--- config.mk ---
export PLATFORM = sky130hd
export DESIGN_NAME = scope_fetch_trace_ctrl
export DESIGN_NICKNAME = d
export VERILOG_FILES = /design/src/rtl/scope_fetch_trace_pkg.sv /design/src/rtl/scope_fetch_trace_buf.sv /design/src/rtl/scope_fetch_trace_ctrl.sv
export SDC_FILE = /design/constraint.sdc
export NUM_CORES = 1
export LEC_CHECK = 0
export ABC_AREA = 1
export BUFFER_PORTS_ARGS = -buffer_cell sky130_fd_sc_hd__buf_2
export CAP_MARGIN = 10
export CORE_MARGIN = 2
export CORE_UTILIZATION = 60
export DETAILED_ROUTE_END_ITERATION = 7
export PLACE_DENSITY = 0.79
export SLEW_MARGIN = 20
export SYNTH_ARGS = -nofsm -noshare
export SYNTH_HDL_FRONTEND = slang
export SYNTH_SLANG_ARGS = --single-unit
--- constraint.sdc ---
create_clock -name clock -period 3.45 [get_ports clock]
set_input_delay 0.69 -clock clock [delete_from_list [all_inputs] [get_ports clock]]
set_output_delay 0.69 -clock clock [all_outputs]
set_load 0.005 [all_outputs]
--- src/rtl/scope_fetch_trace_pkg.sv ---
// Shared definitions for the fetch-trace scope.
//   state_e    : controller state encoding, also driven on the state port
//   DEPTH_DEF  : default trace buffer depth (entries)
//   PC_W_DEF   : default fetch address width
package scope_fetch_trace_pkg;

  typedef enum logic [1:0] {
    ST_IDLE    = 2'd0,
    ST_ARMED   = 2'd1,
    ST_CAPTURE = 2'd2,
    ST_DRAIN   = 2'd3
  } state_e;

  localparam int DEPTH_DEF = 16;
  localparam int PC_W_DEF  = 32;

endpackage

--- src/rtl/scope_fetch_trace_buf.sv ---
// Trace storage: DEPTH x PC_W, one synchronous write port and one
// asynchronous (combinational) read port. Contents are not reset.
//   clock   : write clock
//   wr_en   : write strobe
//   wr_addr : write entry index
//   wr_data : address captured into the entry
//   rd_addr : read entry index
//   rd_data : entry contents, same cycle as rd_addr
module scope_fetch_trace_buf #(
  parameter int DEPTH = 16,
  parameter int PC_W  = 32
) (
  input  logic                     clock,
  input  logic                     wr_en,
  input  logic [$clog2(DEPTH)-1:0] wr_addr,
  input  logic [PC_W-1:0]          wr_data,
  input  logic [$clog2(DEPTH)-1:0] rd_addr,
  output logic [PC_W-1:0]          rd_data
);

  logic [PC_W-1:0] mem [DEPTH];

  always_ff @(posedge clock) begin
    if (wr_en) begin
      mem[wr_addr] <= wr_data;
    end
  end

  assign rd_data = mem[rd_addr];

endmodule

--- src/rtl/scope_fetch_trace_ctrl.sv ---
// Fetch-trace scope controller. Waits for an arm pulse, latches the
// trigger configuration, captures the first matching fetch address and
// every following valid fetch address up to the configured length, then
// presents the captured entries on a valid/ready read port.
//   clock, reset        : clock and asynchronous active-high reset
//   req_valid, req_pc   : observed frontend fetch requests
//   arm, abort          : start / cancel pulses (abort wins)
//   trig_pc, trig_mask  : trigger address and compare mask (1 = compared)
//   cfg_len             : capture length; 0 or >DEPTH selects DEPTH
//   rd_valid/ready/pc/last : trace read-out handshake
//   state, count        : current state and entries written this capture
module scope_fetch_trace_ctrl
  import scope_fetch_trace_pkg::*;
#(
  parameter int DEPTH = DEPTH_DEF,
  parameter int PC_W  = PC_W_DEF
) (
  input  logic                   clock,
  input  logic                   reset,
  input  logic                   req_valid,
  input  logic [PC_W-1:0]        req_pc,
  input  logic                   arm,
  input  logic                   abort,
  input  logic [PC_W-1:0]        trig_pc,
  input  logic [PC_W-1:0]        trig_mask,
  input  logic [$clog2(DEPTH):0] cfg_len,
  output logic                   rd_valid,
  input  logic                   rd_ready,
  output logic [PC_W-1:0]        rd_pc,
  output logic                   rd_last,
  output logic [1:0]             state,
  output logic [$clog2(DEPTH):0] count
);

  localparam int AW = $clog2(DEPTH);
  localparam int CW = AW + 1;
  localparam logic [CW-1:0] LEN_MAX = CW'(DEPTH);

  state_e          state_q, state_d;
  logic [CW-1:0]   count_q, count_d;
  logic [CW-1:0]   rd_ptr_q, rd_ptr_d;
  logic [CW-1:0]   len_q, len_d;
  logic [PC_W-1:0] trig_pc_q, trig_pc_d;
  logic [PC_W-1:0] trig_mask_q, trig_mask_d;

  logic            match;
  logic            wr_en;
  logic            rd_fire;
  logic [PC_W-1:0] rd_data;

  assign match    = req_valid && (((req_pc ^ trig_pc_q) & trig_mask_q) == '0);
  assign rd_valid = (state_q == ST_DRAIN) && (rd_ptr_q < count_q);
  assign rd_last  = rd_valid && (rd_ptr_q == count_q - CW'(1));
  assign rd_fire  = rd_valid && rd_ready;

  always_comb begin
    state_d     = state_q;
    count_d     = count_q;
    rd_ptr_d    = rd_ptr_q;
    len_d       = len_q;
    trig_pc_d   = trig_pc_q;
    trig_mask_d = trig_mask_q;
    wr_en       = 1'b0;

    if (abort) begin
      state_d = ST_IDLE;
    end else begin
      unique case (state_q)
        ST_IDLE: begin
          if (arm) begin
            state_d     = ST_ARMED;
            count_d     = '0;
            rd_ptr_d    = '0;
            trig_pc_d   = trig_pc;
            trig_mask_d = trig_mask;
            len_d       = ((cfg_len == '0) || (cfg_len > LEN_MAX)) ? LEN_MAX : cfg_len;
          end
        end
        ST_ARMED: begin
          // count_q is zero here, so the trigger lands in entry 0.
          if (match) begin
            wr_en   = 1'b1;
            count_d = CW'(1);
            state_d = (len_q == CW'(1)) ? ST_DRAIN : ST_CAPTURE;
          end
        end
        ST_CAPTURE: begin
          if (req_valid) begin
            wr_en   = 1'b1;
            count_d = count_q + CW'(1);
            if (count_q + CW'(1) == len_q) begin
              state_d = ST_DRAIN;
            end
          end
        end
        ST_DRAIN: begin
          if (rd_fire) begin
            if (rd_last) begin
              state_d = ST_IDLE;
            end else begin
              rd_ptr_d = rd_ptr_q + CW'(1);
            end
          end
        end
        default: state_d = ST_IDLE;
      endcase
    end
  end

  always_ff @(posedge clock or posedge reset) begin
    if (reset) begin
      state_q     <= ST_IDLE;
      count_q     <= '0;
      rd_ptr_q    <= '0;
      len_q       <= '0;
      trig_pc_q   <= '0;
      trig_mask_q <= '0;
    end else begin
      state_q     <= state_d;
      count_q     <= count_d;
      rd_ptr_q    <= rd_ptr_d;
      len_q       <= len_d;
      trig_pc_q   <= trig_pc_d;
      trig_mask_q <= trig_mask_d;
    end
  end

  scope_fetch_trace_buf #(
    .DEPTH (DEPTH),
    .PC_W  (PC_W)
  ) u_buf (
    .clock   (clock),
    .wr_en   (wr_en),
    .wr_addr (count_q[AW-1:0]),
    .wr_data (req_pc),
    .rd_addr (rd_ptr_q[AW-1:0]),
    .rd_data (rd_data)
  );

  assign rd_pc = rd_data;
  assign state = state_q;
  assign count = count_q;

endmodule

# ---- After elaboration in Yosys (flattened, before gate mapping)
# Memory sizes are Yosys's and may differ from the RTL's.
# Index checks and enable logic that the tools add are counted.
dict set report op_classes {
  add_sub_neg 3
  n_lt_le_gt_ge 2
  n_eq_ne 17
  n_mux 23
  bitwise_logic 3
  n_reduce_logical 14
}
# operator n
set op_table {}
lappend op_table {{AND 32 bit} 1}
lappend op_table {{logical NOT 32 bit} 1}
lappend op_table {{XOR 32 bit} 1}
lappend op_table {{2-to-1 mux 5 bit} 6}
lappend op_table {{inequality test 3 bit (second input constant)} 6}
lappend op_table {{one-hot mux 5 bit (3 select lines)} 1}
lappend op_table {{2-to-1 mux 2 bit} 7}
lappend op_table {{adder 5 x 1 -> 5 bit (second input constant)} 2}
lappend op_table {{== test 5 bit} 2}
lappend op_table {{inequality test 2 bit (second input constant)} 5}
lappend op_table {{one-hot mux 5 bit (2 select lines)} 1}
lappend op_table {{AND reduction 5 bit} 2}
lappend op_table {{one-hot mux 2 bit (4 select lines)} 1}
lappend op_table {{2-to-1 mux 1 bit} 6}
lappend op_table {{AND reduction 6 bit} 1}
lappend op_table {{== test 5 x 1 -> 1 bit (second input constant)} 1}
lappend op_table {{greater-than comparator 5 bit (second input constant)} 1}
lappend op_table {{logical NOT 5 bit} 1}
lappend op_table {{less-than comparator 5 bit} 1}
lappend op_table {{subtractor 5 x 1 -> 5 bit (second input constant)} 1}
lappend op_table {{== test 2 bit (second input constant)} 2}
lappend op_table {{logical AND 1 bit} 4}
lappend op_table {{AND reduction 3 bit} 1}
lappend op_table {{nonzero test 3 bit} 1}
lappend op_table {{other kinds (6)} 6}
dict set report totals {
  reg_bits 81
  ram_bits 512
  input_bits 107
  output_inout_bits 41
  word_cells 69
  n_memories 1
}
# name words word_bits read_ports rd_ports_with_merged_regs write_ports line
set memory_table {}
lappend memory_table {u_buf.mem 16 32 1 0 1 scope_fetch_trace_buf.sv:21} ;# logic [PC_W-1:0] mem [DEPTH];

# ---- Longest topological paths before layout
# Gate-level depths: netlist of run 1.
dict set report depth {
  depth_word 9
  ltp_mapped 15
  mapped_depth_nobuf 13
}

# ---- Modules after synthesis
# Synthesis of run 1 repeated with hierarchy kept, for this count alone.
dict set report hier_totals {
  cells_unflattened 2700
  hier_area_um2 26491.7
}
# mod instances cells_per_inst area_per_inst_um2 seq_area_each_um2
set by_module_without_submodules {}
lappend by_module_without_submodules {scope_fetch_trace_buf 1 2088 22089.9 15374.7}
lappend by_module_without_submodules {scope_fetch_trace_ctrl 1 612 4401.7 2026.9}

# ---- Worst setup path after synthesis of run 1
# No wires, ideal clock.
dict set report synth_path {
  kind {input port to flip-flop}
  from {in req_pc[26]}
  to {mem u_buf.mem[11][0], enable pin}
  setup_time_ns 0.421
  arrival_time_ns 2.979
  required_ns 3.029
  path_slack_ns 0.050
  stages 8
  path_buffers 0
  path_cell_list {or2_2 > nand3_1 > nand3_1 > nor2_1 > nand3_2 > o21ai_4 > nand2_4 > nor2_1}
}
dict set report synth_between {
  elab_chain_len 9
}
# element line
set synth_lines {}
lappend synth_lines {{start, declared} scope_fetch_trace_ctrl.sv:21} ;# input logic [PC_W-1:0] req_pc,
lappend synth_lines {{XOR 32 bit} scope_fetch_trace_ctrl.sv:51} ;# assign match = req_valid && (((req_pc ^ trig_pc_q) & trig_mask_q) == '0);
lappend synth_lines {{AND 32 bit} scope_fetch_trace_ctrl.sv:51}
lappend synth_lines {{logical NOT 32 bit} scope_fetch_trace_ctrl.sv:51}
lappend synth_lines {{logical AND 1 bit} scope_fetch_trace_ctrl.sv:51}
lappend synth_lines {{2-to-1 mux 1 bit} scope_fetch_trace_ctrl.sv:81} ;# if (match) begin
lappend synth_lines {{one-hot mux 1 bit (2 select lines)} scope_fetch_trace_ctrl.sv:68} ;# unique case (state_q)
lappend synth_lines {{2-to-1 mux 1 bit} scope_fetch_trace_ctrl.sv:65} ;# if (abort) begin
lappend synth_lines {{2-to-1 mux 1 bit} scope_fetch_trace_buf.sv:24} ;# if (wr_en) begin
lappend synth_lines {{2-to-1 mux 1 bit (implied by the code)} scope_fetch_trace_buf.sv:25} ;# mem[wr_addr] <= wr_data;
lappend synth_lines {{end, declared} scope_fetch_trace_buf.sv:21}
# Every way passes these cells.

# ---- Worst setup path in the final report of run 1
dict set report layout_path {
  from {reg count_q[3] (netlist: count[3])}
  to {out rd_last}
}
dict set report layout_between {
  elab_chain_len 3
  word_cells_on_any_way 5
  classes_between {add/sub (1); order compare (1); eq/ne (1); reduce/logical (2)}
}
# element line
set layout_lines {}
lappend layout_lines {{start, declared} scope_fetch_trace_ctrl.sv:40} ;# logic [CW-1:0] count_q, count_d;
lappend layout_lines {{start signal, assigned} scope_fetch_trace_ctrl.sv:120} ;# count_q <= count_d;
lappend layout_lines {{subtractor 5 x 1 -> 5 bit or less-than comparator 5 bit (tied branches)} {scope_fetch_trace_ctrl.sv:53, scope_fetch_trace_ctrl.sv:52}}
lappend layout_lines {{== test 5 bit or logical AND 1 bit (tied branches)} {scope_fetch_trace_ctrl.sv:53, scope_fetch_trace_ctrl.sv:52}}
lappend layout_lines {{logical AND 1 bit *} scope_fetch_trace_ctrl.sv:53} ;# assign rd_last = rd_valid && (rd_ptr_q == count_q - CW'(1));
lappend layout_lines {{end, declared} scope_fetch_trace_ctrl.sv:30} ;# output logic rd_last,
# Mark *: on every way between the ends. The rest lies on a longest branch, timed or not.

==> insert_results.sql, run 1 <==
INSERT INTO impl_metrics (metric_group, metric, value, unit) VALUES
('place', 'dpl.hpwl', '35900', 'µm'),
('sta', 'worst_slew_pin_slew', '0.756', 'ns'),
('die', 'fp.dieW', '206', 'µm'),
('hold_path', 'hold_class', 'in -> async', ''),
('run_status', 'outcome', 'complete, no violations', ''),
('pwr', 'total_power', '17.3', 'mW'),
('sta', 'rsz_0062_raised_after_global_routing', 'false', ''),
('setup_path', 'start_kind', 'register', ''),
('setup_path', 'r2r.worst_path.cells', '12', ''),
('setup_path', 'timing.setup.critical_path_class', 'reg -> out', ''),
('route', 'num_vias', '16800', ''),
('synthesis', 'synth_cells', '1983', ''),
('synthesis', 'post_synth.cell_area_avg', '12.3', 'µm²'),
('clock_network', 'cts.reportedPaths.clkPinSlew', '0.07', 'ns'),
('pwr', 'peakVddDrop', '0.529', 'mV'),
('sta', 'setup_violations', '0', ''),
('setup_path', 'max_stage_delay', '0.60', 'ns'),
('final_layout', 'share_of_layout_cells_above_drive_strength_1', '0.149', ''),
('global_route', 'grt_max_degree', '93', ''),
('route', 'detail_route.vias_per_cell', '6.21', ''),
('route', 'avgRoutedWirePerCell', '22.3', 'µm'),
('route', 'detailroute.wirelength.met2', '28900', 'µm'),
('clock_network', 'ctsHtreeMaxLevel', '2', ''),
('final_layout', 'final-seq-area', '0.0174', 'mm²'),
('route', 'maxUsedRoutingLayer', 'met4', ''),
('route', 'drt_first_pass_iters', '7', ''),
('route', 'first_iter_violations', '1971', ''),
('final_layout', 'syn2layout_area_growth', '14.7', '%'),
('sta', 'clock.fmax', '299', 'MHz'),
('route', 'routed_wl', '60400', 'µm'),
('setup_path', 'timing.rr.start', 'trig_pc_q[0]$_DFFE_PP0P_', ''),
('route', 'met3RoutedLength', '5430', 'µm'),
('pwr', 'power_leakage', '10.1', 'nW'),
('die', 'die_h', '206', 'µm'),
('clock_network', 'clock_path_buffers', '3', ''),
('global_route', 'grt_overflow_total', '0', ''),
('global_route', 'first_global_vias', '16100', ''),
('synthesis', 'total_nets_after_synthesis', '2107', ''),
('route', 'm1WireLength', '24100', 'µm'),
('synthesis', 'synth-async-reset-ratio', '0.137', ''),
('route', 'antenna_violating_nets_post_route', '0', ''),
('sta', 'layout_min_cycle_time', '3.34', 'ns'),
('setup_path', 'worstPathMaxFanout', '8', ''),
('place', 'dp_cells', '2603', ''),
('clock_network', 'cts_hold_buffers', '0', ''),
('die', 'rows', '73', ''),
('synthesis', 'post_synth_instance_area', '0.0244', 'mm²'),
('final_layout', 'antenna-diode-count', '0', ''),
('route', 'post_route_drc', '0', ''),
('sta', 'slew-limit-headroom', '0.495', ''),
('sta', 'whs', '0.192', 'ns'),
('synthesis', 'synth_seq_area_share', '0.712', ''),
('final_layout', 'fillerInstances', '2551', ''),
('place', 'finalWeightedCongestion', '0.848', ''),
('die', 'placeableCoreArea', '0.0400', 'mm²'),
('sta', 'fin_worst_skew', '0.0124', 'ns'),
('final_layout', 'post_layout_cell_count', '2703', ''),
('global_route', 'antenna_found_initial', '0', ''),
('global_route', 'grtUsageTotal', '0.284', ''),
('synthesis', 'number_of_enable_flip_flop_cells_after_synthesis', '512', ''),
('synthesis', 'synth_top_flop_cell', 'edfxtp_1', ''),
('setup_path', 'cp-end-kind', 'output port', ''),
('die', 'start_util', '0.611', ''),
('clock_network', 'tritoncts_clock_tree', 'yes', ''),
('pwr', 'power.density_cell_area', '617', 'mW/mm²'),
('global_route', 'grt_first_pass_wirelength', '90600', 'µm'),
('die', 'io_pins', '148', ''),
('clock_network', 'clkSinkCount', '593', ''),
('final_layout', 'multi_input_comb_area', '0.00629', 'mm²'),
('setup_path', 'critical_path.slowest_cell', 'dfrtp_1', ''),
('setup_path', 'crit_arrival', '2.65', 'ns');
==> path summary, 6_finish.rpt <==
check                                         endpoint  slack, ns
hold reg to reg            trig_mask_q[28]$_DFFE_PP0P_       0.47
setup / recovery                               rd_last       0.11
max in group asynchronous      rd_ptr_q[0]$_DFFE_PP0P_       2.32
hold / removal             trig_mask_q[19]$_DFFE_PP0P_       0.19
setup reg to reg            u_buf.mem[11][6]$_DFFE_PP_       0.84
min in group clock         trig_mask_q[18]$_DFFE_PP0P_       0.31
==> through the flow <==
step                utilization  worst slack, ns  instance area (µm²)
global route              0.701          0.00266                28000
finish                    0.701            0.106                28000
global placement          0.655            0.351                26200
CTS                       0.699           0.0173                28000
floorplan                     -           0.0496                24400
detailed placement        0.655            0.283                26200
==> final cells by class <==
class	instances	share of cell area
clock buffer	68	0.0508
tap	525	0.0234
clock inverter	28	0.0119
inverter	79	0.0111
multi-input combinational	1198	0.224
timing repair buffer	212	0.0577
sequential	593	0.621
==> what timing repair did <==
item / CTS / global route
setup endpoints to repair: 13 / 3
pin swaps: 0 / 0
gates resized for setup: 3 / 2
buffers inserted: 1 / 2
==> per-layer routing <==
layer / up-vias / track usage
met1: 8200 / 0.402
met4: 0 / 0.104
li1: 7442 / -
met5: - / 0
met3: 148 / 0.0432
met2: 985 / 0.452
==> layout by cell type, fill, tap and decap left out, types with 13 or more instances in the layout <==
master	n
nor2_1	303
clkbuf_1	13
o21ai_0	162
clkbuf_16	55
nor2_4	18
ha_1	17
edfxtp_1	512
nand3_1	105
inv_1	74
o32ai_1	73
buf_2	147
dfrtp_1	77
o221ai_1	55
buf_12	29
mux2i_1	55
buf_4	32
nand2_1	358
==> state kept, by name (all words and copies together) (netlist names) <==
name         cells
count            5
trig_pc_q       32
trig_mask_q     32
rd_ptr_q         5
len_q            5
state            2
u_buf.mem      512
==> power by group <==
group / switching (mW) / internal [mW] / total, mW
Sequential: 0.298 / 8.21 / 8.51
Combinational: 1.83 / 0.973 / 2.80
Clock: 2.49 / 3.51 / 6.00
==> logic make-up (layout without fill, tap and decap cells) <==
family / count (synthesis) / count (layout) / share of synthesized area
adders and majority gates: 17 / 17 / 0.00870
xor gates and xnor gates: 3 / 3 / 0.00108
and+or+nand+nor: 812 / 812 / 0.135
muxes: 55 / 55 / 0.0225
buffers and inverters: 192 / 387 / 0.0358
DFF: 593 / 593 / 0.712
AOI/OAI and AO/OA: 311 / 311 / 0.0851
==> worst max-delay path: cells and delay by family (launching register included) <==
| kind | cells | cell delay (ns) |
|---|---|---|
| AO/OA/AOI/OAI | 1 | 0.10 |
| adder cells (fa/ha/maj) | 1 | 0.32 |
| buffers and inverters | 3 | 0.38 |
| flip-flops | 1 | 0.60 |
| AND/OR/NAND/NOR | 4 | 0.67 |
==> cells in the mapped netlist, types with 2 or more instances <==
library cell  number  area share
edfxtp_1         512        0.63
nand2_1          358       0.055
nor2_1           317       0.049
o21ai_0          162       0.033
nand3_1          105       0.022
dfrtp_1           81       0.083
inv_1             75       0.012
o32ai_1           73       0.026
clkbuf_1          58      0.0089
mux2i_1           55       0.023
o221ai_1          55       0.020
buf_2             30      0.0061
buf_4             17      0.0052
ha_1              17      0.0087
o211ai_1           9      0.0028
buf_6              7      0.0032
nand4_1            6      0.0015
o21ai_1            6      0.0012
or2_1              5      0.0013
nor3_1             4     0.00082
inv_2              3     0.00046
nand3_2            3      0.0012
nor2_2             3     0.00077
or2_2              3     0.00077
a21oi_1            2     0.00041
nand2_4            2     0.00092
xor2_1             2     0.00072
(Power assumes the default switching activity.)
==> run 2: changes to the inputs <==
--- a/config.mk
+++ b/config.mk
@@ -8,10 +8,12 @@
 export ABC_AREA = 1
 export BUFFER_PORTS_ARGS = -buffer_cell sky130_fd_sc_hd__buf_2
 export CAP_MARGIN = 10
+export CORE_ASPECT_RATIO = 1.75
 export CORE_MARGIN = 2
 export CORE_UTILIZATION = 60
 export DETAILED_ROUTE_END_ITERATION = 7
-export PLACE_DENSITY = 0.79
+export PLACE_DENSITY = 0.75
+export SETUP_SLACK_MARGIN = 0.1
 export SLEW_MARGIN = 20
 export SYNTH_ARGS = -nofsm -noshare
 export SYNTH_HDL_FRONTEND = slang
==> run 2 against run 1 <==
Clock skew grew 0.0029 ns. Total power shrank 3.1%. Wire length rose by 1.3%. Via count decreased by 1.5%. Cell count increased by 0.37%. Utilization is 0.71 points lower. Setup slack better by 0.15 ns. Non-clock buffer count fell by 1. Sequential power about the same. Combinational power about the same. First-iteration DRC count decreased by 23%. Critical path type unchanged.
==> insert_results.sql, run 2 (synthesis results as in run 1) <==
INSERT INTO impl_metrics (metric_group, metric, value, unit) VALUES
('clock_network', 'clock_tree.root_cell', 'clkbuf_16', ''),
('global_route', 'grt_max_degree', '94', ''),
('final_layout', 'fillerInstances', '2735', ''),
('pwr', 'internal-power', '12.2', 'mW'),
('clock_network', 'tritoncts_clock_tree', 'yes', ''),
('pwr', 'peakVddDrop', '0.634', 'mV'),
('final_layout', 'largest_register', 'u_buf.mem', ''),
('sta', 'layout_min_cycle_time', '3.19', 'ns'),
('global_route', 'grt.met1_usage', '0.357', ''),
('global_route', 'grt_first_pass_wirelength', '92800', 'µm'),
('setup_path', 'start_kind', 'register', ''),
('sta', 'setup_violations', '0', ''),
('die', 'die_h', '271', 'µm'),
('pwr', 'power.density_cell_area', '601', 'mW/mm²'),
('sta', 'hold_violations', '0', ''),
('place', 'dp_cells', '2621', ''),
('die', 'start_util', '0.608', ''),
('pwr', 'pwr-share-comb', '0.169', ''),
('final_layout', 'finalInstanceArea', '0.0279', 'mm²'),
('route', 'num_vias', '16500', ''),
('sta', 'worst_slew_pin_slew', '0.772', 'ns'),
('die', 'fp.dieW', '157', 'µm'),
('sta', 'whs', '0.111', 'ns'),
('global_route', 'grtUsageTotal', '0.292', ''),
('pwr', 'power.clock.fraction', '0.322', ''),
('setup_path', 'worstPathMaxFanout', '10', ''),
('sta', 'clock.fmax', '313', 'MHz'),
('final_layout', 'post_layout_cell_count', '2713', ''),
('place', 'dpl.hpwl', '37000', 'µm'),
('global_route', 'antenna_found_initial', '4', ''),
('setup_path', 'worstPathRequired', '2.76', 'ns'),
('clock_network', 'clk-insertion-delay-late', '0.57', 'ns'),
('setup_path', 'timing.setup.critical_path_class', 'reg -> out', ''),
('final_layout', 'top_regs', 'u_buf.mem (512), trig_mask_q (32), trig_pc_q (32)', ''),
('global_route', 'grt_util_met3', '0.0356', ''),
('final_layout', 'layout_commonest_cell', 'edfxtp_1', ''),
('flow_run', 'max-cap-violations', '0', ''),
('pwr', 'power_frac_seq', '0.509', ''),
('setup_path', 'path_depth', '10', ''),
('sta', 'timing_max_transition_violations_final', '0', ''),
('setup_path', 'r2r.worst_path.cells', '9', ''),
('global_route', 'met2_usage', '0.513', ''),
('sta', 'setup_tns', '0', 'ns'),
('setup_path', 'max_stage_delay', '0.53', 'ns'),
('clock_network', 'clkSinkCount', '593', ''),
('clock_network', 'cts_inserted_buffers', '48', ''),
('die', 'io_pins', '148', ''),
('sta', 'fin_crit_sh', '0.925', ''),
('hold_path', 'hold_class', 'in -> async', ''),
('global_route', 'first_global_vias', '16500', ''),
('die', 'fp.dieArea', '0.0424', 'mm²'),
('setup_path', 'crit_chain', 'inv_2, ha_1, nand2_1, inv_1, o21bai_1, nand2_1, nor3b_2, nand3_1, inv_1, buf_2', ''),
('setup_path', 'timing.critical_path.buf_inv', '4', ''),
('route', 'detail_route.vias_per_cell', '6.09', ''),
('run_status', 'outcome', 'complete, no violations', ''),
('place', 'finalWeightedCongestion', '0.934', ''),
('route', 'avgRoutedWirePerCell', '22.6', 'µm'),
('die', 'rows', '97', ''),
('pwr', 'p_sw_frac', '0.271', ''),
('clock_network', 'ctsHtreeMaxLevel', '2', ''),
('final_layout', 'share_of_layout_cells_above_drive_strength_1', '0.147', ''),
('route', 'antenna_violating_nets_post_route', '0', ''),
('pwr', 'p_switching', '4.54', 'mW'),
('clock_network', 'clock_path_buffers', '3', ''),
('route', 'post_route_drc', '0', ''),
('final_layout', 'mostFrequentLayoutCells', 'edfxtp_1, nand2_1, nor2_1', ''),
('route', 'routed_wl', '61200', 'µm'),
('final_layout', 'syn2layout_area_growth', '14.1', '%'),
('setup_path', 'reg2reg_setup_slack', '0.86', 'ns'),
('place', 'placement.cell_area', '0.0263', 'mm²'),
('sta', 'fin_worst_skew', '0.0153', 'ns'),
('clock_network', 'cts.reportedPaths.clkPinSlew', '0.07', 'ns'),
('die', 'placeableCoreArea', '0.0402', 'mm²'),
('setup_path', 'cp-end-kind', 'output port', ''),
('global_route', 'grt_busiest_layer', 'met2', ''),
('setup_path', 'crit_arrival', '2.50', 'ns'),
('setup_path', 'crit_family', 'simple AND/OR/NAND/NOR gates', ''),
('pwr', 'power_leakage', '10.0', 'nW'),
('final_layout', 'largest_reg_flops', '512', ''),
('route', 'drt_first_pass_iters', '5', ''),
('global_route', 'grt_overflow_total', '0', ''),
('final_layout', 'design.final.nets', '2255', ''),
('place', 'portBuffers', '147', ''),
('sta', 'rsz_0062_raised_after_global_routing', 'false', ''),
('setup_path', 'critical_path.slowest_cell', 'dfrtp_2', ''),
('sta', 'slew-limit-headroom', '0.485', ''),
('route', 'first_iter_violations', '1524', '');
run 2: per-layer routing:
| metal | vias up | part of all wire |
|---|---|---|
| li1 | 7425 | - |
| met3 | 162 | 0.072 |
| met5 | - | 0 |
| met1 | 8117 | 0.36 |
| met4 | 0 | 0.047 |
| met2 | 825 | 0.53 |
run 2: final timing paths:
kind                                             from                          end
max in group asynchronous                       reset      rd_ptr_q[1]$_DFFE_PP0P_
hold reg to reg            trig_mask_q[7]$_DFFE_PP0P_   trig_mask_q[7]$_DFFE_PP0P_
setup / recovery                 count[2]$_DFFE_PP0P_                      rd_last
hold / removal                                  reset  trig_mask_q[16]$_DFFE_PP0P_
min in group clock                      trig_mask[24]  trig_mask_q[24]$_DFFE_PP0P_
setup reg to reg            trig_pc_q[15]$_DFFE_PP0P_   u_buf.mem[3][23]$_DFFE_PP_
run 2: cell type report:
class                   instances  area, µm²  area share
flip-flops and latches        593      17400       0.625
clock buffers                  66       1340      0.0479
diodes                          1       2.50   0.0000898
multi-input cells            1198       6290       0.226
repair buffers                211       1640      0.0588
well taps                     544        681      0.0244
clock inverters                21        209     0.00750
inverters                      79        305      0.0110
run 2: timing repair:
| item | in CTS | in global routing |
|---|---|---|
| buffers inserted | 4 | 0 |
| hold buffers | 0 | 0 |
| gates resized for setup | 1 | 2 |
| endpoints found under the hold margin | 0 | 0 |
| setup endpoints to repair | 16 | 1 |
| cloned | 0 | 0 |
run 2: power groups by stage:
| stage | Sequential (mW) | Clock (mW) | Combinational, mW |
|---|---|---|---|
| after floorplan | 8.55 | 0 | 1.91 |
| after global placement | 8.68 | 0 | 2.67 |
| after detailed placement | 8.70 | 0 | 2.75 |
| after CTS | 8.52 | 5.44 | 2.83 |
| after global routing | 8.57 | 5.72 | 3.15 |
| final | 8.54 | 5.40 | 2.83 |
run 2: through the flow:
| stage | utilization | total power, mW | setup slack, ns |
|---|---|---|---|
| after CTS | 0.694 | 16.8 | 0.141 |
| final | 0.694 | 16.8 | 0.257 |
| after floorplan | - | 10.5 | 0.0496 |
| after detailed placement | 0.654 | 11.4 | 0.305 |
| after global routing | 0.694 | 17.4 | 0.119 |
| after global placement | 0.654 | 11.4 | 0.389 |
